## src/rtl/mem_lsu.sv

```systemverilog
// mem_lsu: MEM-stage load/store unit with a req/gnt/rvalid data bus, one access in flight.
// Ports: EX/MEM inputs mem_*_i, stall vector stalled_i, stall request stallreq_o,
// write-back triple wb_*_o, data bus dbus_*, status flags misalign_o and timeout_o.
`ifndef MEM_LSU_ALUOPS
`define MEM_LSU_ALUOPS
`define AluOpBus 7:0
`define EXE_NONE 8'b00000000
`define EXE_ADD  8'b00100000
`define EXE_LB   8'b11100000
`define EXE_LH   8'b11100001
`define EXE_LW   8'b11100011
`define EXE_LBU  8'b11100100
`define EXE_LHU  8'b11100101
`define EXE_SB   8'b11101000
`define EXE_SH   8'b11101001
`define EXE_SW   8'b11101011
`endif
module mem_lsu #(
  parameter int unsigned TIMEOUT_CYCLES = 255
) (
  input  logic              clk,
  input  logic              rst_n,
  input  logic              mem_wreg_i,
  input  logic [4:0]        mem_wreg_addr_i,
  input  logic [31:0]       mem_wreg_data_i,
  input  logic [`AluOpBus]  mem_aluop_i,
  input  logic [31:0]       mem_memaddr_i,
  input  logic [31:0]       mem_operand2_i,
  input  logic [4:0]        stalled_i,
  output logic              stallreq_o,
  output logic              wb_wreg_o,
  output logic [4:0]        wb_wreg_addr_o,
  output logic [31:0]       wb_wreg_data_o,
  output logic              dbus_req_o,
  output logic              dbus_we_o,
  output logic [31:0]       dbus_addr_o,
  output logic [3:0]        dbus_be_o,
  output logic [31:0]       dbus_wdata_o,
  input  logic              dbus_gnt_i,
  input  logic              dbus_rvalid_i,
  input  logic [31:0]       dbus_rdata_i,
  output logic              misalign_o,
  output logic              timeout_o
);
  typedef enum logic [1:0] {IDLE, WAIT_GNT, WAIT_RSP, DONE} state_t;
  state_t      state_q;
  logic [7:0]  cnt_q;
  logic [31:0] rdata_q;
  logic        to_q;
  logic        is_load, is_store, is_mem, is_half, is_word, misal, go, tmo, done, busy, unused_stall;
  logic [1:0]  lane;
  logic [15:0] half;
  logic [7:0]  byte_sel;
  logic [31:0] ld_data;
  assign lane      = mem_memaddr_i[1:0];
  assign is_load   = mem_aluop_i inside {`EXE_LB, `EXE_LBU, `EXE_LH, `EXE_LHU, `EXE_LW};
  assign is_store  = mem_aluop_i inside {`EXE_SB, `EXE_SH, `EXE_SW};
  assign is_mem    = is_load | is_store;
  assign is_half   = mem_aluop_i inside {`EXE_LH, `EXE_LHU, `EXE_SH};
  assign is_word   = mem_aluop_i inside {`EXE_LW, `EXE_SW};
  assign misal     = (is_half & lane[0]) | (is_word & |lane);
  assign go        = is_mem & ~misal;
  // >= rather than ==: a grant on the last allowed cycle pushes the counter past the limit
  assign tmo       = cnt_q >= 8'(TIMEOUT_CYCLES - 1);
  assign done      = state_q == DONE;
  assign busy      = state_q == WAIT_GNT || state_q == WAIT_RSP;
  assign unused_stall = ^stalled_i[3:0];
  always_ff @(posedge clk or negedge rst_n) begin
    if (!rst_n) begin
      state_q <= IDLE;
      cnt_q   <= '0;
      rdata_q <= '0;
      to_q    <= 1'b0;
    end else begin
      case (state_q)
        IDLE: begin
          to_q  <= 1'b0;
          cnt_q <= '0;
          if (go) state_q <= dbus_gnt_i ? WAIT_RSP : WAIT_GNT;
        end
        WAIT_GNT: begin
          cnt_q <= cnt_q + 8'd1;
          if (dbus_gnt_i) state_q <= WAIT_RSP;
          else if (tmo) begin
            state_q <= DONE;
            to_q    <= 1'b1;
          end
        end
        WAIT_RSP: begin
          cnt_q <= cnt_q + 8'd1;
          if (dbus_rvalid_i) begin
            rdata_q <= dbus_rdata_i;
            state_q <= DONE;
          end else if (tmo) begin
            state_q <= DONE;
            to_q    <= 1'b1;
          end
        end
        default: if (!stalled_i[4]) state_q <= IDLE;
      endcase
    end
  end
  always_comb begin
    half     = lane[1] ? rdata_q[31:16] : rdata_q[15:0];
    byte_sel = lane[0] ? half[15:8] : half[7:0];
    ld_data  = mem_aluop_i == `EXE_LB  ? {{24{byte_sel[7]}}, byte_sel} :
               mem_aluop_i == `EXE_LBU ? {24'b0, byte_sel} :
               mem_aluop_i == `EXE_LH  ? {{16{half[15]}}, half} :
               mem_aluop_i == `EXE_LHU ? {16'b0, half} : rdata_q;
  end
  // rst_n gating keeps the request low the instant reset asserts, even if EX/MEM still shows an op
  assign dbus_req_o     = rst_n & ((state_q == IDLE & go) | state_q == WAIT_GNT);
  assign stallreq_o     = rst_n & ((state_q == IDLE & go) | busy);
  assign misalign_o     = rst_n & is_mem & misal;
  assign timeout_o      = done & to_q;
  assign dbus_we_o      = is_store;
  assign dbus_addr_o    = {mem_memaddr_i[31:2], 2'b00};
  assign dbus_be_o      = mem_aluop_i == `EXE_SB ? 4'b0001 << lane :
                          mem_aluop_i == `EXE_SH ? (lane[1] ? 4'b1100 : 4'b0011) :
                          is_mem ? 4'b1111 : 4'b0000;
  assign dbus_wdata_o   = mem_aluop_i == `EXE_SB ? {4{mem_operand2_i[7:0]}} :
                          mem_aluop_i == `EXE_SH ? {2{mem_operand2_i[15:0]}} : mem_operand2_i;
  assign wb_wreg_o      = is_mem ? (done & is_load & ~to_q & mem_wreg_i) : mem_wreg_i;
  assign wb_wreg_addr_o = mem_wreg_addr_i;
  assign wb_wreg_data_o = (done & is_load) ? ld_data : mem_wreg_data_i;
endmodule

```

## config.mk

```make
export PLATFORM = sky130hd
export DESIGN_NAME = mem_lsu
export DESIGN_NICKNAME = d
export VERILOG_FILES = /design/src/rtl/mem_lsu.sv
export SDC_FILE = /design/constraint.sdc
export NUM_CORES = 1
export LEC_CHECK = 0
export ABC_AREA = 1
export BUFFER_PORTS_ARGS = -buffer_cell sky130_fd_sc_hd__buf_2
export CORE_ASPECT_RATIO = 0.8
export CORE_MARGIN = 8
export CORE_UTILIZATION = 43
export CTS_CLUSTER_DIAMETER = 50
export DETAILED_ROUTE_END_ITERATION = 16
export GPL_ROUTABILITY_DRIVEN = 0
export PLACE_DENSITY_LB_ADDON = 0.05
export SYNTH_ARGS = -nofsm -noshare
export SYNTH_HDL_FRONTEND = slang
export SYNTH_SLANG_ARGS = --single-unit
```

## constraint.sdc

```tcl
create_clock -name clk -period 1.9 [get_ports clk]
set_input_delay 0.19 -clock clk [delete_from_list [all_inputs] [get_ports clk]]
set_output_delay 0.19 -clock clk [all_outputs]
set_load 0.02 [all_outputs]
```

==> flow_summary.toml, run 1 <==
[global_routing]
grtUsageTotal_pct = 22.3
antenna_found_initial = 0
grt_max_degree = 44
grt_pass1_wl_um = 22500
grt-ovfl-total = 0
grt_pass1_vias = 4515

[timing]
drv_slew = 0
finalHoldViolations = 0
worstMarginPinSlew_ns = 0.569
finalCriticalPeriod_ns = 2.00
rsz0062_at_grt = "true"
worst_hold_slack_ns = 0.0198
relSlewSlack_pct = 62.1
fin_ws_ns = -0.104
clock.fmax_mhz = 499
post-route-period-util_pct = 105
setup_viol = 23
fin_worst_skew_ns = 0.00983

[clocking]
root_buffer = "clkbuf_16"
clk_pin_slew_ns = 0.07
cts_made_buffers = 5
cts_buffer_depth = 2
htreeDepth = 2
cts_tree = "built"
clk_latency_ns = 0.29
cts_sinks = 43

[worst_setup_path]
reg2reg_setup_slack_ns = 0.19
arrival_ns = 1.81
path_class = "in -> out"
critPathRequiredTime_ns = 1.71
critPathLaunchType = "input port"
endpoint_kind = "output pin"
crit_fanout = 17

[yosys]
yosysSeqAreaShare_pct = 26.7
ys_top_cells_by_area = "dfrtp_1 27%, nand2_1 20%, buf_4 9.0%, a21oi_1 6.7%, o21ai_0 6.1%"
synth_top_cell_area_share_pct = 26.7
synth_edf_count = 0
syn_inst = 632
synthTopCellsByCount = "212 x nand2_1, 54 x a21oi_1, 49 x o21ai_0"
async_flop_share_pct = 100
synth_ff_type = "dfrtp_1"
synth_most_common_cell = "nand2_1"
synth_cell_types = 41
ys_warn_count = 0
yosys.area.top_type = "dfrtp_1"
syn_area_um2 = 4030
syn_avg_cell_area_um2 = 6.37
synth_seq_cells = 43

[drt]
drt_wl_total_um = 15400
first_pass_iters = 5
wl_per_cell_um = 16.9
routed.top_layer = "met4"
wl_met3_um = 1390
initialDrtViolationCount = 366
ant_nets = 0
wl_met2_um = 7640
wl_met1_um = 6010
avgViaCountPerCell = 5.28
num_vias = 4811
drc = 0

[hold_path]
hold_path.class = "in -> async"

[cells_and_area]
nNetsFinal = 953
diodes = 0
n_fill_cell = 858
synthToLayoutAreaGrowth_pct = 39.7
drive_gt1_share_pct = 40.8
multi_input_area_um2 = 2590
seqCellArea_um2 = 1080

[place]
post-dp-hpwl_um = 11300
port_buffers = 185
dp_slack_ns = -0.124

[run]
timing.max_cap.violations = 0

[die]
die_area_um2 = 12700
core_area_um2 = 9080
die_w_um = 124
rows = 31
top_level_ports = 262
die_h_um = 103
initial_core_util_pct = 44.3

[pwr]
worst_ir_drop_vdd_mv = 0.457
p_leak_uw = 0.00299
p_per_area_nw_per_um2 = 931

[status]
violations = "setup timing"
status = "finished, violations left"
[final timing paths]
path / startpoint / endpoint / cells past startpoint
worst max-delay path: mem_aluop_i[1] / wb_wreg_data_o[28] / 10
worst min-delay path: rst_n / cnt_q[0] / 2
worst max register to register: state_q[0] / rdata_q[31] / 8
worst min register to register: rdata_q[2] / rdata_q[2] / 2
max in group asynchronous: rst_n / state_q[1] / 2
min in group clk: dbus_rdata_i[19] / rdata_q[19] / 3
[cell type report]
cell class	count	area share [%]
inverter	44	3.29
tap	115	2.56
multi-input combinational	472	46.1
clock buffer	5	2.23
clock inverter	3	0.846
timing repair buffer	229	25.9
sequential	43	19.1
[stage by stage]
step	instances	total power, uW	TNS [ns]	utilization, %	instance area [um2]
3_5_place_dp	890	3770	-2.04	53.6	4860
2_1_floorplan	633	3140	0	-	4030
6_report	911	5230	-0.919	61.9	5620
5_1_grt	911	5620	-2.39	61.9	5620
3_3_place_gp	890	3710	-1.85	53.6	4860
4_1_cts	912	5000	-0.370	58.8	5340
[flip-flops by register name, indices dropped and copies added, names as in the netlist]
name	flops
rdata_q	32
cnt_q	8
state_q	2
to_q	1
[kinds of logic after synthesis]
family,synth area share [%]
DFF,26.7
xor gates and xnor gates,0.435
buffers and inverters,17.0
and+or+nand+nor,36.0
AOI/OAI and AO/OA,16.8
adders and majority gates,2.18
other,0.0932
muxes,0.746
[timing repair]
item                                   4_1_cts  5_1_grt
setup endpoints to repair                   33       39
cloned                                       2        0
setup buffers                               12        0
gates resized for setup                     55       68
endpoints found under the hold margin        0        0
hold buffers                                 0        0
pin swaps                                    7        8
[cells in the final DEF (no fill, tap or decap), types with 7 or more instances in the layout]
master,Yosys,final
inv_2,5,7
nand2_1,212,206
or2_2,17,9
nand2_2,6,9
dfrtp_1,43,43
buf_6,5,20
nor2_1,41,39
or2_4,0,8
buf_4,48,49
nand3_1,37,34
a21oi_2,6,14
inv_1,37,34
o21ai_0,49,47
a21oi_1,54,35
o211ai_1,7,7
buf_2,6,156
a21oi_4,0,11
[worst max-delay path, stage by stage]
cell	delay (ns)
buf_2	0.12
inv_2	0.09
nand2_2	0.09
nor2_4	0.13
nand2_4	0.07
inv_2	0.30
a21oi_1	0.14
or2_2	0.34
a21oi_2	0.16
buf_4	0.16
[where the power goes]
part | switching (uW) | internal [uW]
combinational | 1460 | 1120
clock | 390 | 628
sequential | 351 | 1290
[metal layers]
| metal | up-vias | global-route usage, % |
|---|---|---|
| met3 | 46 | 5.15 |
| li1 | 2317 | - |
| met1 | 2214 | 27.7 |
| met4 | 0 | 4.56 |
| met5 | - | 0 |
| met2 | 234 | 38.5 |
(Power assumes the default switching activity.)
==> run 2, diff against run 1 <==
--- a/config.mk
+++ b/config.mk
@@ -7,13 +7,14 @@
 export LEC_CHECK = 0
 export ABC_AREA = 1
 export BUFFER_PORTS_ARGS = -buffer_cell sky130_fd_sc_hd__buf_2
-export CORE_ASPECT_RATIO = 0.8
+export CORE_ASPECT_RATIO = 1.1
 export CORE_MARGIN = 8
 export CORE_UTILIZATION = 43
 export CTS_CLUSTER_DIAMETER = 50
 export DETAILED_ROUTE_END_ITERATION = 16
 export GPL_ROUTABILITY_DRIVEN = 0
 export PLACE_DENSITY_LB_ADDON = 0.05
+export RECOVER_POWER = 25
 export SYNTH_ARGS = -nofsm -noshare
 export SYNTH_HDL_FRONTEND = slang
 export SYNTH_SLANG_ARGS = --single-unit
==> constraint.sdc (replaced) <==
create_clock -name clk -period 1.9 [get_ports clk]
set_input_delay 0.19 -clock clk [delete_from_list [all_inputs] [get_ports clk]]
set_output_delay 0.19 -clock clk [all_outputs]
set_load 0.01 [all_outputs]
==> flow_summary.toml, run 2 (synthesis results as in run 1) <==
[clocking]
cts_sinks = 43
htreeDepth = 2
clk_pin_slew_ns = 0.08
clk_latency_ns = 0.30
cts_made_buffers = 5
cts_tree = "built"
root_buffer = "clkbuf_8"
cts_buffer_depth = 2

[timing]
rsz0062_at_grt = "true"
fin_setup_tns_ns = -2.15
fin_ws_ns = -0.120
setup_viol = 24
finalCriticalPeriod_ns = 2.02
finalHoldViolations = 0
post-route-period-util_pct = 106
clock.fmax_mhz = 495
relSlewSlack_pct = 62.4
worstMarginPinSlew_ns = 0.563
fin_worst_skew_ns = 0.00404
drv_slew = 0

[global_routing]
grt_max_degree = 44
grtUsageTotal_pct = 21.4
grt_pass1_wl_um = 22500
grt-ovfl-total = 0
grt_pass1_vias = 4713
antenna_found_initial = 0

[worst_setup_path]
critPathRequiredTime_ns = 1.71
crit_fanout = 6
path_class = "reg -> out"
critPathLaunchType = "register"
arrival_ns = 1.83
endpoint_kind = "output pin"

[place]
dp_slack_ns = 0.0131
port_buffers = 185
post-dp-hpwl_um = 11200

[drt]
ant_nets = 0
drc = 0
first_pass_iters = 4
num_vias = 4663
wl_per_cell_um = 16.4
avgViaCountPerCell = 5.16
drt_wl_total_um = 14800
initialDrtViolationCount = 246

[die]
initial_core_util_pct = 43.7
top_level_ports = 262
die_area_um2 = 12700
die_h_um = 117
rows = 37
die_w_um = 108
core_area_um2 = 9210

[cells_and_area]
largest_reg_flops = 32
nNetsFinal = 943
drive_gt1_share_pct = 37.4
synthToLayoutAreaGrowth_pct = 28.2
final_common_cell = "nand2_1"
layout_common_cells = "210 x nand2_1, 175 x buf_2, 47 x o21ai_0, 41 x dfrtp_1, 40 x nor2_1"
diodes = 0
largestRegisters = "rdata_q: 32 flops, cnt_q: 8 flops, state_q: 2 flops"
top_register = "rdata_q"
final_util_pct = 56.0

[hold_path]
hold_path.class = "in -> reg"

[pwr]
p_per_area_nw_per_um2 = 853
power_uw = 4400
worst_ir_drop_vdd_mv = 0.607
p_leak_uw = 0.00282

[status]
status = "finished, violations left"
violations = "setup timing"

[run]
timing.max_cap.violations = 0
## run 2: layer usage
metal / wire [um] / GRT usage [%]
met1: 5880 / 24.4
met2: 7280 / 37.2
met3: 1130 / 4.49
met4: 483 / 9.00
met5: 0 / 0
## run 2: what timing repair did
item | 4_1_cts | 5_1_grt
gates resized for setup | 5 | 37
endpoints found under the setup margin | 33 | 38
pin swaps | 1 | 6
endpoints found under the hold margin | 4 | 0
cloned | 1 | 4
setup buffers | 0 | 1
hold buffers | 1 | 0
## run 2: worst paths after layout
kind / endpoint / slack (ns) / cells past startpoint / from
worst max-delay path: wb_wreg_data_o[28] / -0.12 / 10 / rdata_q[15]
worst min-delay path: rdata_q[25] / 0.07 / 3 / dbus_rdata_i[25]
worst max register to register: cnt_q[6] / 0.25 / 10 / state_q[1]
worst min register to register: rdata_q[16] / 0.52 / 2 / rdata_q[16]
max in group asynchronous: state_q[1] / 0.98 / 3 / rst_n
min in group asynchronous: to_q / 0.50 / 3 / rst_n
## run 2: metrics by stage
stage | hold WS [ns] | instance area, um2 | cells
floorplan | -0.106 | 4030 | 633
global placement | 0.310 | 4830 | 889
finish | 0.0736 | 5160 | 903
detailed placement | 0.322 | 4830 | 889
CTS | 0.0731 | 4950 | 899
global route | 0.0781 | 5160 | 903
## run 2: layout make-up
| cell class | instances | area [um2] |
|---|---|---|
| Timing Repair inverter | 1 | 6.26 |
| Inverter | 44 | 173 |
| Multi-Input combinational cell | 471 | 2430 |
| Tap cell | 117 | 146 |
| Sequential cell | 43 | 1080 |
| Clock buffer | 7 | 76.3 |
| Timing Repair Buffer | 219 | 1240 |
| Clock inverter | 1 | 5.00 |
| Fill cell | 953 | 4050 |
## run 2: where the power goes
part	total, uW	switching (uW)	internal [uW]
logic	2160	1240	921
registers	1660	369	1290
clock network	578	319	258
## run 2: worst max-delay path, cell delays in order, from the launching register on
cell and delay, ns:
dfrtp_1 0.37, inv_2 0.05, nand2_2 0.06, o21ai_2 0.07
nand2_1 0.08, o21ai_2 0.06, nor3_2 0.26, nor2_4 0.12
clkbuf_16 0.19, a21oi_2 0.13, buf_2 0.14
